==> config.mk <==
export PLATFORM = sky130hd
export DESIGN_NAME = divisor_restauracion_flat
export DESIGN_NICKNAME = d
export VERILOG_FILES = /design/src/rtl/divisor_restauracion_pkg.sv /design/src/rtl/divisor_restauracion_if.sv /design/src/rtl/cd_divisor.sv /design/src/rtl/divisor_restauracion.sv /design/src/flat_wrapper.sv
export SDC_FILE = /design/constraint.sdc
export NUM_CORES = 1
export LEC_CHECK = 0
export ABC_AREA = 0
export BUFFER_PORTS_ARGS = -buffer_cell sky130_fd_sc_hd__buf_2
export CAP_MARGIN = 5
export CORE_UTILIZATION = 55
export DETAILED_ROUTE_END_ITERATION = 10
export MAX_ROUTING_LAYER = met4
export PLACE_DENSITY = 0.88
export SKIP_CTS_REPAIR_TIMING = 1
export SYNTH_ARGS = -nofsm -noshare
export SYNTH_HDL_FRONTEND = slang
export SYNTH_SLANG_ARGS = --single-unit
==> constraint.sdc <==
create_clock -name clk -period 4.5 [get_ports clk]
set_input_delay 0.675 -clock clk [delete_from_list [all_inputs] [get_ports clk]]
set_output_delay 0.675 -clock clk [all_outputs]
set_load 0.005 [all_outputs]
==> src/rtl/divisor_restauracion_pkg.sv <==
// rtl/divisor_restauracion_pkg.sv - shared FSM states and sizing for the restoring divider
package div_pkg;

  localparam int N_DEF = 3;
  localparam int CNT_W = $clog2(2 * N_DEF + 1);

  typedef enum logic [1:0] {IDLE, CALC, FIX, DONE} estado_t;

  function automatic int cnt_ancho(input int n);
    return $clog2(2 * n + 1);
  endfunction

endpackage

==> src/rtl/divisor_restauracion_if.sv <==
// rtl/divisor_restauracion_if.sv - request/result bundle between a requester and the divider
interface divisor_restauracion_if #(
  parameter int N = div_pkg::N_DEF
);
  logic           start;
  logic [2*N-1:0] dividendo;
  logic [N-1:0]   divisor;
  logic [2*N-1:0] cociente;
  logic [N-1:0]   resto;
  logic           ocupado;
  logic           Fin;
  logic           div_cero;

  modport master (output start, dividendo, divisor,
                  input  cociente, resto, ocupado, Fin, div_cero);
  modport slave  (input  start, dividendo, divisor,
                  output cociente, resto, ocupado, Fin, div_cero);
endinterface

==> src/rtl/cd_divisor.sv <==
// rtl/cd_divisor.sv - restoring-divider datapath; DIV_SIGNO_EN adds sign latches and negators
module cd_divisor
  import div_pkg::*;
#(
  parameter int N = N_DEF
) (
  input  logic           clk,
  input  logic           reset,
  input  logic           load,
  input  logic           paso,
  input  logic           restaurar,
  input  logic           fijar,
  input  logic           fijar_cero,
  input  logic [2*N-1:0] dividendo,
  input  logic [N-1:0]   divisor,
  output logic           a_negativo,
  output logic           cnt_fin,
  output logic           es_cero,
  output logic [2*N-1:0] cociente,
  output logic [N-1:0]   resto,
  output logic           div_cero
);
  localparam int CW = cnt_ancho(N);
  localparam logic [CW-1:0] ULTIMO = CW'(2 * N - 1);

  logic [N-1:0]   a_q;
  logic [2*N-1:0] q_q;
  logic [N-1:0]   m_q;
  logic [CW-1:0]  cnt_q;
  logic           cero_q;
  logic [2*N-1:0] cociente_q;
  logic [N-1:0]   resto_q;
  logic           div_cero_q;

  logic [2*N-1:0] q_mag;
  logic [N-1:0]   m_mag;
  logic [2*N-1:0] cociente_fix;
  logic [N-1:0]   resto_fix;
  logic [N:0]     a_sh;
  logic [N:0]     prueba;

`ifdef DIV_SIGNO_EN
  logic sq_q, sr_q;

  // Magnitudes are plain unsigned values, so the most-negative operand still fits
  assign q_mag        = dividendo[2*N-1] ? (~dividendo + 1'b1) : dividendo;
  assign m_mag        = divisor[N-1] ? (~divisor + 1'b1) : divisor;
  assign cociente_fix = sq_q ? (~q_q + 1'b1) : q_q;
  assign resto_fix    = sr_q ? (~a_q + 1'b1) : a_q;

  always_ff @(posedge clk) begin
    if (!reset) begin
      sq_q <= 1'b0;
      sr_q <= 1'b0;
    end else if (load) begin
      sq_q <= dividendo[2*N-1] ^ divisor[N-1];
      sr_q <= dividendo[2*N-1];
    end
  end
`else
  assign q_mag        = dividendo;
  assign m_mag        = divisor;
  assign cociente_fix = q_q;
  assign resto_fix    = a_q;
`endif

  // A stays below M after each restore, so N bits hold it; the trial needs N+1
  assign a_sh       = {a_q, q_q[2*N-1]};
  assign prueba     = a_sh - {1'b0, m_q};
  assign a_negativo = prueba[N];
  assign cnt_fin    = (cnt_q == ULTIMO);
  assign es_cero    = cero_q;

  always_ff @(posedge clk) begin
    if (!reset) begin
      a_q    <= '0;
      q_q    <= '0;
      m_q    <= '0;
      cnt_q  <= '0;
      cero_q <= 1'b0;
    end else if (load) begin
      a_q    <= '0;
      q_q    <= q_mag;
      m_q    <= m_mag;
      cnt_q  <= '0;
      cero_q <= (divisor == '0);
    end else if (paso) begin
      cnt_q <= cnt_q + 1'b1;
      if (restaurar) begin
        a_q <= a_sh[N-1:0];
        q_q <= {q_q[2*N-2:0], 1'b0};
      end else begin
        a_q <= prueba[N-1:0];
        q_q <= {q_q[2*N-2:0], 1'b1};
      end
    end
  end

  always_ff @(posedge clk) begin
    if (!reset) begin
      cociente_q <= '0;
      resto_q    <= '0;
      div_cero_q <= 1'b0;
    end else if (fijar) begin
      cociente_q <= cociente_fix;
      resto_q    <= resto_fix;
      div_cero_q <= 1'b0;
    end else if (fijar_cero) begin
      cociente_q <= '1;
      resto_q    <= '0;
      div_cero_q <= 1'b1;
    end
  end

  assign cociente = cociente_q;
  assign resto    = resto_q;
  assign div_cero = div_cero_q;
endmodule

==> src/rtl/divisor_restauracion.sv <==
// rtl/divisor_restauracion.sv - restoring divider top: control FSM around cd_divisor (DIV_SIGNO_EN selects signed mode)
module divisor_restauracion
  import div_pkg::*;
#(
  parameter int N = N_DEF
) (
  input  logic                  clk,
  input  logic                  reset,
  divisor_restauracion_if.slave bus
);
  estado_t state_q, state_d;
  logic    fin_q, fin_d;
  logic    load, paso, restaurar, fijar, fijar_cero;
  logic    a_negativo, cnt_fin, es_cero;
  logic    divisor_nulo;

  assign divisor_nulo = (bus.divisor == '0);
  assign restaurar    = paso & a_negativo;

  always_ff @(posedge clk) begin
    if (!reset) begin
      state_q <= IDLE;
      fin_q   <= 1'b0;
    end else begin
      state_q <= state_d;
      fin_q   <= fin_d;
    end
  end

  // A normal DONE is the Fin cycle, so it accepts a new request like IDLE does
  always_comb begin
    state_d    = state_q;
    fin_d      = 1'b0;
    load       = 1'b0;
    paso       = 1'b0;
    fijar      = 1'b0;
    fijar_cero = 1'b0;
    case (state_q)
      IDLE: begin
        if (bus.start) begin
          load    = 1'b1;
          state_d = divisor_nulo ? DONE : CALC;
        end
      end
      CALC: begin
        paso = 1'b1;
        if (cnt_fin) state_d = FIX;
      end
      FIX: begin
        fijar   = 1'b1;
        fin_d   = 1'b1;
        state_d = DONE;
      end
      DONE: begin
        if (es_cero) begin
          fijar_cero = 1'b1;
          fin_d      = 1'b1;
          state_d    = IDLE;
        end else if (bus.start) begin
          load    = 1'b1;
          state_d = divisor_nulo ? DONE : CALC;
        end else begin
          state_d = IDLE;
        end
      end
      default: state_d = IDLE;
    endcase
  end

  assign bus.ocupado = (state_q == CALC) || (state_q == FIX) || ((state_q == DONE) && es_cero);
  assign bus.Fin     = fin_q;

  cd_divisor #(.N(N)) u_cd (
    .clk        (clk),
    .reset      (reset),
    .load       (load),
    .paso       (paso),
    .restaurar  (restaurar),
    .fijar      (fijar),
    .fijar_cero (fijar_cero),
    .dividendo  (bus.dividendo),
    .divisor    (bus.divisor),
    .a_negativo (a_negativo),
    .cnt_fin    (cnt_fin),
    .es_cero    (es_cero),
    .cociente   (bus.cociente),
    .resto      (bus.resto),
    .div_cero   (bus.div_cero)
  );
endmodule
==> src/flat_wrapper.sv <==
// flat-port wrapper written by rule: the top's interface ports become plain ports
module divisor_restauracion_flat import div_pkg::*;
#(
  parameter int N = N_DEF
)
  (clk, reset, bus_start, bus_dividendo, bus_divisor, bus_cociente, bus_resto, bus_ocupado, bus_Fin, bus_div_cero);
  divisor_restauracion_if #(.N(N)) bus_i ();
  input  logic clk;
  input  logic reset;
  input wire logic [$bits(bus_i.start)-1:0] bus_start;
  input wire logic [$bits(bus_i.dividendo)-1:0] bus_dividendo;
  input wire logic [$bits(bus_i.divisor)-1:0] bus_divisor;
  output wire logic [$bits(bus_i.cociente)-1:0] bus_cociente;
  output wire logic [$bits(bus_i.resto)-1:0] bus_resto;
  output wire logic [$bits(bus_i.ocupado)-1:0] bus_ocupado;
  output wire logic [$bits(bus_i.Fin)-1:0] bus_Fin;
  output wire logic [$bits(bus_i.div_cero)-1:0] bus_div_cero;
  assign bus_i.start = bus_start;
  assign bus_i.dividendo = bus_dividendo;
  assign bus_i.divisor = bus_divisor;
  assign bus_cociente = bus_i.cociente;
  assign bus_resto = bus_i.resto;
  assign bus_ocupado = bus_i.ocupado;
  assign bus_Fin = bus_i.Fin;
  assign bus_div_cero = bus_i.div_cero;
  divisor_restauracion #(.N(N)) u_core (.clk(clk), .reset(reset), .bus(bus_i));
endmodule
# == After elaboration in Yosys (flattened, before gate mapping) ==
# Index checks and enable logic that the tools add are counted.
# word_totals
ff_bits,29
elab_cells,52
# op_classes
bitwise,2
eq_ne,6
n_mux,22
n_reduce_logical,10
n_addsub,2
# ops
cell,n
$mux 6,4
$mux 2,5
$mux 3,3
$pmux 2 s4,1
$mux 1,7
$eq 2x2->1 const B,2
$pmux 1 s2,2
$reduce_bool 2->1,2
$reduce_or 2->1,2
$sub 4x3->4,1
$add 3x1->3 const B,1
$eq 3x3->1 const B,1
$logic_not 3->1,1
$eq 2x1->1 const B,1
$logic_not 2->1,1
$logic_or 1x1->1,2
$ne 2x1->1 const B,1
$ne 2x2->1 const B,1
$reduce_and 2->1,1
$and 1x1->1,1
$logic_and 1x1->1,1
$not 1->1,1

# == Longest topological paths before layout ==
# depth
depth_word,6
depth_mapped,8
depth_no_buf,8

# == Modules after synthesis ==
# From an unflattened synthesis, not the netlist that was laid out.
# unflattened
hier_cells,157
area_unflattened_um2,1492.7
# modules_own_cells
mod,area_each_um2,n_inst,cells_each
cd_divisor,1219.9,1,127
divisor_restauracion,272.8,1,30

# == Worst setup path before layout ==
# No wires, ideal clock.
# synth_path
kind,reg2reg
from,reg u_core.state_q[0]
to,reg u_core.u_cd.cero_q (netlist: u_core.u_cd.es_cero)
slack_ps,2890
setup_time_ps,70
stages_incl_launch_ff,7
period_less_slack_ps,1610
t_arrival_ps,1540
path_buffers,0
t_required_ps,4430
path_cell_list,dfxtp_1 > inv_1 > ha_1 > and2b_1 > o21ai_4 > or4_1 > a21boi_1
# synth_via
elab_chain_len,2
# synth_lines
element,line_no,rtl
from (decl),divisor_restauracion.sv:11,"estado_t state_q, state_d;"
from (signal assigned),divisor_restauracion.sv:25,state_q <= state_d;
$eq 2x2->1 or $logic_not 2->1 (tied branches),divisor_restauracion.sv:38,case (state_q)
$pmux 1 s2 (*),divisor_restauracion.sv:38,
to (signal assigned),cd_divisor.sv:86,cero_q <= (divisor == '0);
to (decl),cd_divisor.sv:30,logic cero_q;
# Mark *: on every way between the ends. The rest lies on a longest branch, timed or not.
# A chain may end at the register's enable or synchronous reset.

# == Worst setup path in the final report ==
# layout_path
from,reg u_core.state_q[0]
to,out bus_ocupado
# layout_via
elab_chain_len,3
# layout_lines
element,line_no,rtl
$eq 2x1->1 or $eq 2x2->1 (tied branches),divisor_restauracion.sv:70,assign bus.ocupado = (state_q == CALC) || (state_q == FIX) || ((state_q == DONE) && es_cero);
$logic_or 1x1->1 or $logic_and 1x1->1 (tied branches),divisor_restauracion.sv:70,
$logic_or 1x1->1 (*),divisor_restauracion.sv:70,
to (decl),flat_wrapper.sv:15,output wire logic [$bits(bus_i.ocupado)-1:0] bus_ocupado;
# Marks and branches as above.

==> impl_metrics.env <==
export IMPL_max_slew_margin_rel=0.4334
export IMPL_swShare=0.4179
export IMPL_fin_crit_sh=0.4683
export IMPL_placed_cells=195
export IMPL_netlist_cell_type_count=43
export IMPL_finalMaxSlewViolations=0
export IMPL_dr_total_vias=1208
export IMPL_wl_per_cell_um=14.66
export IMPL_setup_tns_ns=0
export IMPL_die_width_um=53.42
export IMPL_fp_dieH_um=53.42
export IMPL_first_pass_iters=5
export IMPL_p_per_area_nw_per_um2=712.1
export IMPL_rows=18
export IMPL_grt_pass1_wl_mm=4.885
export IMPL_seqPwrFrac=0.346
export IMPL_crit_path_max_fanout=4
export IMPL_layout_cells_most_common_list="29 x dfxtp_1, 23 x buf_2, 12 x nand2_1"
export IMPL_skew_ns=0.006165
export IMPL_hold_depth=2
export IMPL_insertion_delay_ns=0.34
export IMPL_clk_path_buf_depth=2
export IMPL_finalSetupViolCount=0
export IMPL_h_tree_depth=2
export IMPL_worstHoldStart="u_core.u_cd.div_cero"
export IMPL_fillCellCount=201
export IMPL_clk_pin_slew_ns=0.09
export IMPL_nets=195
export IMPL_synthCells=147
export IMPL_synth_flop_cell="dfxtp_1"
export IMPL_async_flop_share=0
export IMPL_fmax_mhz=474.5
export IMPL_drtIter0Drc=36
export IMPL_end_kind="output port"
export IMPL_stdcell_count=203
export IMPL_grt_usage=0.2531
export IMPL_r2r_slack_ns=2.50
export IMPL_drive_gt1_frac=0.2601
export IMPL_final_hold_viol_count=0
export IMPL_r2r_end="u_core.state_q[0]"
export IMPL_cts_buffers=5
export IMPL_slowest_stage="dfxtp_1"
export IMPL_start_util=0.5869
export IMPL_ir_drop_uv=541.9
export IMPL_grt_remaining_overflow=0
export IMPL_antenna_found_initial=0
export IMPL_synth_warnings=0
export IMPL_syn_to_final_growth_pct=13.60
export IMPL_grt_pass1_vias=1109
export IMPL_crit_chain="inv_1, ha_1, nand2b_1, buf_2"
export IMPL_hold_class="register to register"
export IMPL_cp_arrival_ns=1.43
export IMPL_critPathRequiredTime_ns=3.83
export IMPL_whs_ns=0.5149
export IMPL_core_area_um2=2477
export IMPL_reg2reg_from="u_core.state_q[1]"
export IMPL_reg2regPathDepth=5
export IMPL_cts_root_buf="clkbuf_4"
export IMPL_status="complete, no violations"
export IMPL_cpLargestDelayFamily="flip-flops"
export IMPL_drc=0
export IMPL_viasPerCell=5.951
export IMPL_pwr_share_clk=0.159
export IMPL_criticalPathCategory="register to output port"
export IMPL_wl_mm=2.976
export IMPL_ant_nets=0
export IMPL_p_sw_uw=491.5
export IMPL_syn_area_um2=1454
export IMPL_period_minus_slack_ns=2.107
export IMPL_dieArea_um2=2853
export IMPL_ys_ff_latch=29
export IMPL_io_pins=24
export IMPL_layout_commonest_cell="dfxtp_1"
export IMPL_setup_worst_path_start_class="register"
export IMPL_rsz0062_at_grt="no"
export IMPL_combinationalPowerShare=0.495
export IMPL_ys_seq_area_frac=0.3993
export IMPL_critPathBufInv=2
export IMPL_cts_tree="built"
export IMPL_utilization=0.6667
export IMPL_grt_start_max_net_pins=23
export IMPL_cap_violations=0
export IMPL_portBuffers=23
export IMPL_hold_path_end="u_core.u_cd.div_cero"
export IMPL_p_leak_nw=0.7656
export IMPL_cts_sinks=29
export IMPL_avgSynthCellArea_um2=9.890
export IMPL_gp_congestion=0.8549
export IMPL_dp_hpwl_mm=2.164
export IMPL_worst_pin_slew_ns=0.8500
export IMPL_syn_num_nets=170
export IMPL_p_int_uw=684.5
export IMPL_diodes=0
export IMPL_critPathMaxStageDelay_ns=0.40
export IMPL_synth_edf_count=0
## cell usage after synthesis, types with 3 or more instances
master   instances  area share
ha_1            10       0.086
a22oi_1          3       0.015
a21oi_1          4       0.014
mux2i_1          7       0.048
nor2b_1          3       0.013
inv_1           11       0.028
o221a_2          8       0.062
dfxtp_1         29        0.40
nand3_1          4       0.014
nand2_1         12       0.031
nor2_1          10       0.026
o211a_1          5       0.034
o21ai_0          3       0.010
## worst reg2reg max path: stages, from the launching register on
cell      delay [ns]
dfxtp_1         0.35
inv_1           0.11
ha_1            0.72
a21oi_1         0.25
and3_1          0.26
a211oi_1        0.21
## cells by family (layout without fill, tap and decap cells)
group | Yosys count | in the layout | synth area share
buf+inv | 16 | 42 | 0.04562
simple gates | 43 | 43 | 0.1566
compound gates | 38 | 38 | 0.2324
flops | 29 | 29 | 0.3993
fa+ha+maj | 11 | 11 | 0.09983
mux | 7 | 7 | 0.04819
xor+xnor | 3 | 3 | 0.01808
## worst max path at each step
stage / from / endpoint / slack, ns / cells past startpoint
final: u_core.state_q[0] / bus_ocupado / 2.39 / 4
after global routing: u_core.state_q[0] / bus_ocupado / 2.29 / 4
after CTS: u_core.state_q[0] / bus_ocupado / 2.40 / 4
after detailed placement: u_core.state_q[1] / u_core.state_q[0] / 2.53 / 5
after global placement: u_core.state_q[1] / u_core.state_q[0] / 2.71 / 5
after floorplan: u_core.state_q[0] / u_core.u_cd.es_cero / 2.89 / 6
## final cells by class
type,instances,area (µm²),area share
sequential,29,580.6,0.3515
multi-input combinational,102,807.0,0.4886
inverter,11,41.29,0.02500
clock buffer,7,65.06,0.03939
timing repair buffer,23,115.1,0.06970
clock inverter,1,5.005,0.003030
tap,30,37.54,0.02273
## registers in the layout, indices dropped and copies added, names as in the netlist
name                      count
u_core.bus.Fin                1
u_core.u_cd.div_cero          1
u_core.u_cd.es_cero           1
u_core.u_cd.m_q               3
u_core.u_cd.cociente          6
u_core.u_cd.cociente_fix      6
u_core.u_cd.resto             3
u_core.state_q                2
u_core.u_cd.cnt_q             3
u_core.u_cd.a_q               3
## metal layers
layer	wire (µm)	part of all wire	GRT usage
met1	1257	0.42	0.2899
met4	46	0.015	0.1579
met5	0	0	-
met2	1458	0.49	0.3917
met3	213	0.072	0.06322
## stage by stage
stage	power [mW]	setup WS [ns]	area, µm²
floorplan	0.8562	2.890	1454
global placement	0.9486	2.706	1582
detailed placement	0.9873	2.525	1582
CTS	1.170	2.397	1652
global route	1.273	2.294	1652
finish	1.176	2.393	1652
## power by group through the flow
stage,clock network (mW),registers [mW],logic (mW)
global placement,0,0.406,0.543
finish,0.187,0.407,0.582
global route,0.199,0.417,0.657
detailed placement,0,0.410,0.578
CTS,0.186,0.405,0.579
floorplan,0,0.396,0.461
Note: power is estimated with default switching activity, not from simulation.
